## src/rtl/pwm_timebase.sv

```systemverilog
// PWM timebase: prescaled edge- or center-aligned period counter with
// double-buffered prescale/top/mode that take effect at period boundaries.
module pwm_timebase #(
   parameter int unsigned      CNT_W   = 12,
   parameter int unsigned      PRE_W   = 8,
   parameter logic [CNT_W-1:0] TOP_RST = {CNT_W{1'b1}}
) (
   input  logic             clk_i,
   input  logic             rst_ni,
   input  logic             enable_i,
   input  logic             clear_i,
   input  logic [PRE_W-1:0] prescale_i,
   input  logic [CNT_W-1:0] top_i,
   input  logic             center_i,
   output logic [CNT_W-1:0] counter_o,
   output logic             dir_o,
   output logic             tick_o,
   output logic             period_o
);

   localparam logic [CNT_W-1:0] CNT_ONE = CNT_W'(1);
   localparam logic [PRE_W-1:0] PRE_ONE = PRE_W'(1);

   logic [PRE_W-1:0] pre_q, pre_d;
   logic [CNT_W-1:0] cnt_q, cnt_d;
   logic             dir_q, dir_d;
   logic             tick_q, tick_d;
   logic             period_q, period_d;

   logic [PRE_W-1:0] pre_sh_q, pre_sh_d;
   logic [CNT_W-1:0] top_sh_q, top_sh_d;
   logic             ctr_sh_q, ctr_sh_d;
   logic             load_sh;

   always_comb begin
      pre_d    = pre_q;
      cnt_d    = cnt_q;
      dir_d    = dir_q;
      tick_d   = 1'b0;
      period_d = 1'b0;
      load_sh  = 1'b0;

      if (clear_i) begin
         pre_d   = '0;
         cnt_d   = '0;
         dir_d   = 1'b0;
         load_sh = 1'b1;
      end else if (!enable_i) begin
         pre_d   = '0;
         load_sh = 1'b1;
      end else if (pre_q == pre_sh_q) begin
         pre_d  = '0;
         tick_d = 1'b1;
         if (top_sh_q == '0) begin
            // Degenerate period: every tick is a boundary.
            cnt_d    = '0;
            dir_d    = 1'b0;
            period_d = 1'b1;
         end else if (!ctr_sh_q) begin
            dir_d = 1'b0;
            if (cnt_q >= top_sh_q) begin
               cnt_d    = '0;
               period_d = 1'b1;
            end else begin
               cnt_d = cnt_q + CNT_ONE;
            end
         end else if (!dir_q) begin
            if (cnt_q < top_sh_q) begin
               cnt_d = cnt_q + CNT_ONE;
            end else if (top_sh_q == CNT_ONE) begin
               // Down phase collapses into the peak tick when top is 1.
               cnt_d    = '0;
               period_d = 1'b1;
            end else begin
               dir_d = 1'b1;
               cnt_d = top_sh_q - CNT_ONE;
            end
         end else if (cnt_q > CNT_ONE) begin
            cnt_d = cnt_q - CNT_ONE;
         end else begin
            cnt_d    = '0;
            dir_d    = 1'b0;
            period_d = 1'b1;
         end
      end else begin
         pre_d = pre_q + PRE_ONE;
      end

      if (period_d) begin
         load_sh = 1'b1;
      end
   end

   assign pre_sh_d = load_sh ? prescale_i : pre_sh_q;
   assign top_sh_d = load_sh ? top_i      : top_sh_q;
   assign ctr_sh_d = load_sh ? center_i   : ctr_sh_q;

   always_ff @(posedge clk_i or negedge rst_ni) begin
      if (!rst_ni) begin
         pre_q    <= '0;
         cnt_q    <= '0;
         dir_q    <= 1'b0;
         tick_q   <= 1'b0;
         period_q <= 1'b0;
         pre_sh_q <= '0;
         top_sh_q <= TOP_RST;
         ctr_sh_q <= 1'b0;
      end else begin
         pre_q    <= pre_d;
         cnt_q    <= cnt_d;
         dir_q    <= dir_d;
         tick_q   <= tick_d;
         period_q <= period_d;
         pre_sh_q <= pre_sh_d;
         top_sh_q <= top_sh_d;
         ctr_sh_q <= ctr_sh_d;
      end
   end

   assign counter_o = cnt_q;
   assign dir_o     = dir_q;
   assign tick_o    = tick_q;
   assign period_o  = period_q;

endmodule
```

## config.mk

```make
export PLATFORM = sky130hd
export DESIGN_NAME = pwm_timebase
export DESIGN_NICKNAME = d
export VERILOG_FILES = /design/src/rtl/pwm_timebase.sv
export SDC_FILE = /design/constraint.sdc
export NUM_CORES = 1
export LEC_CHECK = 0
export ABC_AREA = 1
export ABC_CLOCK_PERIOD_IN_PS = 2800
export CAP_MARGIN = 20
export CORE_ASPECT_RATIO = 1.75
export CORE_MARGIN = 3
export CORE_UTILIZATION = 37
export CTS_CLUSTER_DIAMETER = 40
export DETAILED_ROUTE_END_ITERATION = 16
export HOLD_SLACK_MARGIN = 0.05
export PLACE_DENSITY_LB_ADDON = 0.15
export SYNTH_ARGS = -nofsm -noshare
export SYNTH_HDL_FRONTEND = slang
export SYNTH_SLANG_ARGS = --single-unit
```

## constraint.sdc

```tcl
create_clock -name clk_i -period 2.8 [get_ports clk_i]
set_input_delay 0.42 -clock clk_i [delete_from_list [all_inputs] [get_ports clk_i]]
set_output_delay 0.42 -clock clk_i [all_outputs]
set_load 0.005 [all_outputs]
```

; ---- Yosys cells after proc, flatten, opt, wreduce, memory -nomap -nowiden
; Index checks and enable logic that the tools add are counted.
[word_totals]
regBits = 44
inputBits = 25
[op_classes]
n_addsub = 4
n_lt_le_gt_ge = 3
eq_ne = 2
n_mux = 38
n_reduce_logical = 4
[ops]
columns = op, n
row1 = $mux W12, 10
row2 = $mux W1, 25
row3 = $mux W8, 3
row4 = $sub A12 B1 Y12 const B, 2
row5 = $add A12 B1 Y12 const B, 1
row6 = $eq A12 B1 Y1 const B, 1
row7 = $ge A12 B12 Y1, 1
row8 = $gt A12 B1 Y1 const B, 1
row9 = $logic_not A12 Y1, 1
row10 = $lt A12 B12 Y1, 1
row11 = $add A8 B1 Y8 const B, 1
row12 = $eq A8 B8 Y1, 1
row13 = $reduce_bool A2 Y1, 2
row14 = $reduce_and A2 Y1, 1

; ---- Logic depth before layout (Yosys ltp)
; Gate-level depths: netlist of the first run.
[logic_depth]
depth_word = 10
depth_mapped = 18

; ---- Worst setup path after synthesis of the first run
; No wires, ideal clock.
[synth_path]
kind = reg2reg
startpoint = reg top_sh_q[3]
endpoint = reg pre_sh_q[0]
setup_time_ns = 0.117
arrival_ns = 1.862
t_required_ns = 2.683
path_slack_ns = 0.821
path_stages_with_launch = 16
path_cell_list = dfstp_2 inv_1 ha_1 nand2_1 inv_1 nand2_1 nand2_1 nand2_1 nand3_2 o21ai_2 nand2_2 nand2_4 nand2_4 buf_6 nand2_1 nand2_1
[synth_via]
elab_chain_cells = 10
elab_cells_between_ends = 14
cone_classes = order compare (2) / eq/ne (1) / mux (10) / reduce/logical (1)
[synth_rtl]
columns = element, line
row1 = from (decl), 31  ; logic [CNT_W-1:0] top_sh_q, top_sh_d;
row2 = from (signal assigned), 115  ; top_sh_q <= top_sh_d;
row3 = "parallel branches: the longest is 5 deep, another holds $lt A12 B12 Y1", --
row4 = $mux W1 *, 54  ; if (top_sh_q == '0) begin
row5 = $mux W1 *, 51  ; end else if (pre_q == pre_sh_q) begin
row6 = $mux W1 *, 48  ; end else if (!enable_i) begin
row7 = $mux W1 *, 43  ; if (clear_i) begin
row8 = $mux W1 *, 89  ; if (period_d) begin
row9 = to (signal assigned), 114  ; pre_sh_q <= pre_sh_d;
row10 = to (decl), 30  ; logic [PRE_W-1:0] pre_sh_q, pre_sh_d;
; Every way passes the cells marked *.
; A chain may end at the register's enable or synchronous reset.

; ---- Worst setup path after layout of the first run
[layout_path]
startpoint = reg top_sh_q[3]
endpoint = reg pre_sh_q[7]
; The elaborated chain is that of the path after synthesis.

==> flow_metrics.tcl, run 1 <==
set metrics [dict create \
    status "finished, final reports clean" \
    grt_start_max_net_pins 24 \
    cts_tree "done" \
    path_clk_slew_ps 70 \
    required_ps 2980 \
    grt.overflow.total 0 \
    hold_path_class "register to register" \
    timing.rr.start "top_sh_q[3]" \
    fin_hold_ws_ps 495 \
    cts_resized 0 \
    hold_viol_final 0 \
    slowest_stage "dfstp_2" \
    detail-route-antenna-nets 0 \
    ys_types 35 \
    cap_violations 0 \
    num_vias 3280 \
    holdPathStages 1 \
    hold_start "pre_q[0]" \
    cts.sinks 44 \
    maxSlewViolCount 0 \
    finClkSkew_ps 5.67 \
    max_slew_margin_pct 66.5 \
    die_y_um 133 \
    diodes 0 \
    crit_fanout 23 \
    wire_per_inst_um 14.7 \
    first_pass_iters 5 \
    antenna_found_initial 0 \
    p_total_w 0.00172 \
    finalSetupViolCount 0 \
    critPathKind "register to register" \
    routed_wl_mm 9.93 \
    cp.arrival_ps 2670 \
    io_buffers 39 \
    clock_latency_ps 290 \
    reg2regPathDepth 14 \
    ioPinCount 40 \
    tightest_slew_ps 502 \
    timing.reg2reg.setup_slack_ps 310 \
    synthCells 513 \
    holdPathEnd "pre_q[0]" \
    final_nets 602 \
    drive_gt1_share_pct 9.29 \
    drt-vias-per-instance 4.84 \
    yosysSeqAreaShare_pct 32.6 \
    place_hpwl_mm 7.92 \
    clockRootBuffer "clkbuf_16" \
    startpoint_type "register" \
    rsz0062_at_grt "false" \
    rows 45 \
    syn_nets 556 \
    crit_chain "inv_1, ha_1, nand2_1, inv_1, nand2_1, nand2_1, nand2_1, nand3_2, o21ai_2, nand2_2, nand2_4, nand2_4, nand2_1, nand2_1" \
    gp_congestion 0.918 \
    leakagePower_nw 2.19 \
    period_minus_slack_ps 2490 \
    max_freq_ghz 0.402 \
    syn-cell-area_um2 3430 \
    design.die.area_um2 10500 \
    postCtsSetupRepairBufs 0 \
    grtUsageTotal_pct 20.2 \
    grt_pass1_wl_mm 16.6 \
    drc 0 \
    r2r_end "pre_sh_q[7]" \
    endpoint_kind "register" \
    initial_utilization_pct 38.8 \
    min_period_over_period_pct 88.9 \
    cp_common_cell "nand2_1" \
    area_growth_pct 21.8 \
    num-fill-cells 916 \
    synth_warnings 0 \
    cts_buffer_depth 2 \
    syn_area_per_cell_um2 6.68 \
    setup_tns_ps 0 \
    cp_slowest_stage_delay_ps 580 \
    numCtsBuffers 5 \
    htree_levels 2 \
    drt_iter0_drc 167 \
    core_region_area_um2 8840 \
    irDropWorstVdd_uv 295 \
    power.density_nw_per_um2 411 \
    grt_pass1_vias 3407 \
    ys_ff_latch 44 \
    chipWidth_um 78.8 \
]
## Yosys cell counts
library cell	count	area [um2]
nand2_1	174	653
inv_1	58	218
nand3_1	53	265
nor2_1	50	188
dfrtp_1	32	801
xor2_1	23	201
a21oi_1	20	100
ha_1	18	225
o21ai_0	14	70.1
dfstp_2	12	315
nand4_1	7	43.8
clkbuf_1	6	22.5
nor3_1	5	25.0
buf_2	4	20.0
inv_2	4	15.0
nor2_2	4	25.0
nand2_2	3	18.8
xnor2_1	3	26.3
buf_4	2	15.0
buf_6	2	22.5
nand2_4	2	22.5
nand3_2	2	20.0
nor2_4	2	22.5
o21ai_1	2	10.0
a21o_1	1	7.51
and2_1	1	6.26
and3_1	1	6.26
nand3b_1	1	7.51
nor3_2	1	10.0
nor3b_1	1	7.51
o211ai_1	1	7.51
o21a_1	1	7.51
o21ai_2	1	8.76
o21bai_1	1	7.51
o22ai_1	1	6.26
## sequential cells by signal, indices dropped and copies added, names as in the netlist
| signal | count |
|---|---|
| top_sh_q | 12 |
| pre_sh_q | 8 |
| period_o | 1 |
| ctr_sh_q | 1 |
| counter_o | 12 |
| dir_o | 1 |
| tick_o | 1 |
| pre_q | 8 |
## cell type report
type	instances	area, um2	area share [%]
Tap cell	117	146	3.51
Sequential cell	44	1120	26.7
Clock buffer	6	129	3.09
Multi-Input combinational cell	393	2000	47.9
Inverter	62	233	5.57
Clock inverter	2	60.1	1.44
Timing Repair Buffer	53	493	11.8
## metal layers
layer | part of all wire (%) | global-route usage (%)
met1 | 37 | 20.8
met2 | 59 | 40.1
met3 | 2.1 | 2.30
met4 | 2.7 | 7.78
met5 | 0 | 0
## timing repair
| item | CTS | global route |
|---|---|---|
| endpoints found under the setup margin | 0 | 0 |
| hold buffers | 1 | 0 |
| endpoints found under the hold margin | 5 | 0 |
## through the flow
step | instances | util [%] | instance area, um2 | setup WS, ps
4_1_cts | 677 | 47.2 | 4180 | 286
2_1_floorplan | 513 | - | 3430 | 821
3_5_place_dp | 668 | 45.0 | 3980 | 290
6_report | 677 | 47.2 | 4180 | 310
5_1_grt | 677 | 47.2 | 4180 | 58.4
3_3_place_gp | 668 | 45.0 | 3980 | 331
## worst max path at each step
| stage | from | end | slack [ps] | cells past startpoint |
|---|---|---|---|---|
| after floorplan | top_sh_q[3] | pre_sh_q[0] | 820 | 15 |
| after global placement | top_sh_q[3] | ctr_sh_q | 330 | 14 |
| after detailed placement | top_sh_q[3] | pre_sh_q[5] | 290 | 14 |
| after CTS | top_sh_q[3] | pre_sh_q[5] | 290 | 14 |
| after global routing | top_sh_q[3] | pre_sh_q[3] | 60 | 14 |
| final | top_sh_q[3] | pre_sh_q[7] | 310 | 14 |
## cells by family after synthesis
family	synth area share (%)
AO/OA/AOI/OAI	6.57
XOR/XNOR	6.64
adder cells (fa/ha/maj)	6.57
buffers and inverters	9.12
flip-flops	32.6
AND/OR/NAND/NOR	38.5
## layout by cell type, fill, tap and decap left out, types with 2 or more instances in the layout
master,n
clkbuf_16,5
inv_2,4
xnor2_1,3
dfstp_2,12
nand4_1,7
o21ai_0,14
nand2_2,3
nand2_4,2
xor2_1,23
bufinv_16,2
nor3_1,5
a21oi_1,20
clkdlybuf4s50_1,38
nor2_4,2
o21ai_1,2
nand3_2,2
nor2_1,50
nand2_1,174
buf_4,13
inv_1,58
nor2_2,4
dfrtp_1,32
nand3_1,53
ha_1,18
## critical path, delay by kind of cell, from the launching register on
kind                       cells  cell delay (ps)
buffers and inverters          2              140
adders and majority gates      1              300
DFF                            1              580
and+or+nand+nor               10             1130
AOI/OAI and AO/OA              1              220
## where the power goes
part           internal (W)  leakage [nW]  total (W)  switching (W)
clock              0.000513        0.0911   0.000782       0.000269
sequential         0.000675         0.554   0.000703      0.0000288
combinational     0.0000978          1.55   0.000231       0.000133
total               0.00128          2.19    0.00172       0.000431
No activity file was read; power rests on OpenSTA's default activity.
==> run 2, diff against run 1 <==
--- a/config.mk
+++ b/config.mk
@@ -18,3 +18,4 @@
 export SYNTH_ARGS = -nofsm -noshare
 export SYNTH_HDL_FRONTEND = slang
 export SYNTH_SLANG_ARGS = --single-unit
+export TNS_END_PERCENT = 1
==> results of run 2 <==
No change in the layout: final DEF, timing and power equal those of run 1.
==> run 3, diff against run 2 <==
--- a/config.mk
+++ b/config.mk
@@ -9,8 +9,7 @@
 export ABC_CLOCK_PERIOD_IN_PS = 2800
 export CAP_MARGIN = 20
 export CORE_ASPECT_RATIO = 1.75
-export CORE_MARGIN = 3
-export CORE_UTILIZATION = 37
+export CORE_UTILIZATION = 50
 export CTS_CLUSTER_DIAMETER = 40
 export DETAILED_ROUTE_END_ITERATION = 16
 export HOLD_SLACK_MARGIN = 0.05
==> run 3 against run 2 <==
  * Sequential cell count is the same
  * Sequential power is essentially flat
  * Count of clock-buffer cells in the layout grew 1
  * Sequential share of layout area grew 0.60 points
  * First-iteration DRC count shrank 3.0%
  * Routed wire length shrank 7.6%
  * Critical path depth shrank 2
  * Clock skew grew 2.6 ps
  * Clock power shrank 22%
  * Critical endpoint is now pre_sh_q[1]
  * Final cell count shrank 5.6%
  * Design area shrank 2.2%
  * Highest routed layer unchanged
  * Critical path type unchanged
==> flow_metrics.tcl, run 3 (synthesis gave the netlist of run 1 again) <==
set metrics [dict create \
    hold_path_class "primary input to async pin" \
    p_sw_w 0.000417 \
    cts.sinks 44 \
    fin_util_pct 62.0 \
    critPathBufInv 1 \
    final_area_um2 4090 \
    num_vias 3353 \
    routed_wl_mm 9.18 \
    core_region_area_um2 6590 \
    placed_area_um2 3920 \
    leakagePower_nw 2.14 \
    diodes 0 \
    period_minus_slack_ps 2440 \
    p_comb_share_pct 15.0 \
    place_hpwl_mm 7.29 \
    path_delay_family "simple AND/OR/NAND/NOR gates" \
    design.die.area_um2 7200 \
    postCtsSetupRepairBufs 0 \
    max_freq_ghz 0.409 \
    switching_share_pct 27.0 \
    irDropWorstVdd_uv 438 \
    internal_power_w 0.00113 \
    setup_tns_ps 0 \
    cts_tree "done" \
    drt_iter0_drc 162 \
    cts_hold_buf 0 \
    io_buffers 39 \
    clockRootBuffer "clkbuf_16" \
    clock_power_share_pct 39.5 \
    area_growth_pct 19.2 \
    min_period_over_period_pct 87.3 \
    max_slew_margin_pct 51.9 \
    drc 0 \
    wire_per_inst_um 14.4 \
    cp.arrival_ps 2620 \
    hold_viol_final 0 \
    cp_num_cells 12 \
    multi_input_area_um2 2020 \
    die_y_um 112 \
    tightest_slew_ps 721 \
    regArea_um2 1120 \
    num-fill-cells 670 \
    grtUsageTotal_pct 27.7 \
    clock_latency_ps 290 \
    cp_slowest_stage_delay_ps 560 \
    rsz0062_at_grt "false" \
    rows 39 \
    detail-route-antenna-nets 0 \
    initial_utilization_pct 52.0 \
    drt-vias-per-instance 5.25 \
    crit_chain "inv_2, ha_1, a21oi_1, nor2_1, nor2_1, nand3_4, o21ai_2, nand2_2, nand2_8, nand2_4, nand2_1, nand2_1" \
    gp_congestion 0.912 \
    reg2regPathDepth 12 \
    endpoint_kind "register" \
    power.density_nw_per_um2 378 \
    final_nets 599 \
    required_ps 2980 \
    startpoint_type "register" \
    chipWidth_um 64.6 \
    grt_pass1_vias 3283 \
    finClkSkew_ps 8.25 \
    maxSlewViolCount 0 \
    grt_start_max_net_pins 31 \
    status "finished, final reports clean" \
    seqPwrFrac_pct 45.5 \
    cap_violations 0 \
    htree_levels 2 \
    drive_gt1_share_pct 8.98 \
    slowest_stage "dfstp_2" \
    path_clk_slew_ps 70 \
    crit_fanout 23 \
    first_pass_iters 4 \
    grt.overflow.total 0 \
    cts_buffer_depth 2 \
    ioPinCount 40 \
    finalSetupViolCount 0 \
    antenna_found_initial 0 \
    numCtsBuffers 5 \
    grt_pass1_wl_mm 15.2 \
    critPathKind "register to register" \
    final_common_cell "nand2_1" \
    final_cell_mix "174 x nand2_1, 58 x inv_1, 53 x nand3_1, 50 x nor2_1, 38 x clkdlybuf4s50_1" \
]
## run 3: layout make-up
class | instances | area share (%)
timing repair buffer | 50 | 11.5
clock buffer | 7 | 3.49
clock inverter | 1 | 0.184
sequential | 44 | 27.3
multi-input combinational | 393 | 49.3
inverter | 62 | 5.70
tap | 82 | 2.51
## run 3: through the flow
stage / hold WS [ps] / total power (W) / std cells / setup slack (ps)
5_1_grt: 243 / 0.00161 / 639 / 93.6
3_3_place_gp: 481 / 0.000942 / 631 / 311
3_5_place_dp: 479 / 0.000946 / 631 / 216
2_1_floorplan: 124 / 0.000851 / 513 / 821
6_report: 176 / 0.00154 / 639 / 355
4_1_cts: 195 / 0.00156 / 639 / 202
## run 3: repair_timing
action / in CTS / in global routing
endpoints found under the setup margin: 0 / 21
gates resized for setup: 0 / 2
hold endpoints to repair: 0 / 0
## run 3: worst reg2reg max path, stage by stage (launching register included)
cell and delay [ps]:
dfstp_2 560, inv_2 50, ha_1 290, a21oi_1 160, nor2_1 50, nor2_1 200
nand3_4 200, o21ai_2 210, nand2_2 120, nand2_8 160, nand2_4 180, nand2_1 110
nand2_1 50
## run 3: path summary, 6_finish.rpt
path	to	slack [ps]	startpoint
max	pre_sh_q[1]	360	top_sh_q[9]
min	counter_o[6]	180	rst_ni
max reg2reg	pre_sh_q[1]	360	top_sh_q[9]
min reg2reg	top_sh_q[1]	490	top_sh_q[1]
max in group asynchronous	top_sh_q[7]	1900	rst_ni
min in group clk_i	top_sh_q[1]	490	top_sh_q[1]
## run 3: per-layer routing
metal	track usage [%]	vias to the layer above	share of wire (%)
li1	-	1704	-
met1	28.8	1528	37
met2	53.0	98	57
met3	3.18	23	3.3
met4	12.6	0	3.3
met5	0	-	0
## run 3: power groups by stage
stage / Sequential (W) / Combinational [W] / Clock (W)
final: 0.000703 / 0.000232 / 0.000610
after global routing: 0.000707 / 0.000263 / 0.000644
after CTS: 0.000703 / 0.000234 / 0.000623
after detailed placement: 0.000714 / 0.000232 / 0
after global placement: 0.000714 / 0.000228 / 0
after floorplan: 0.000707 / 0.000144 / 0
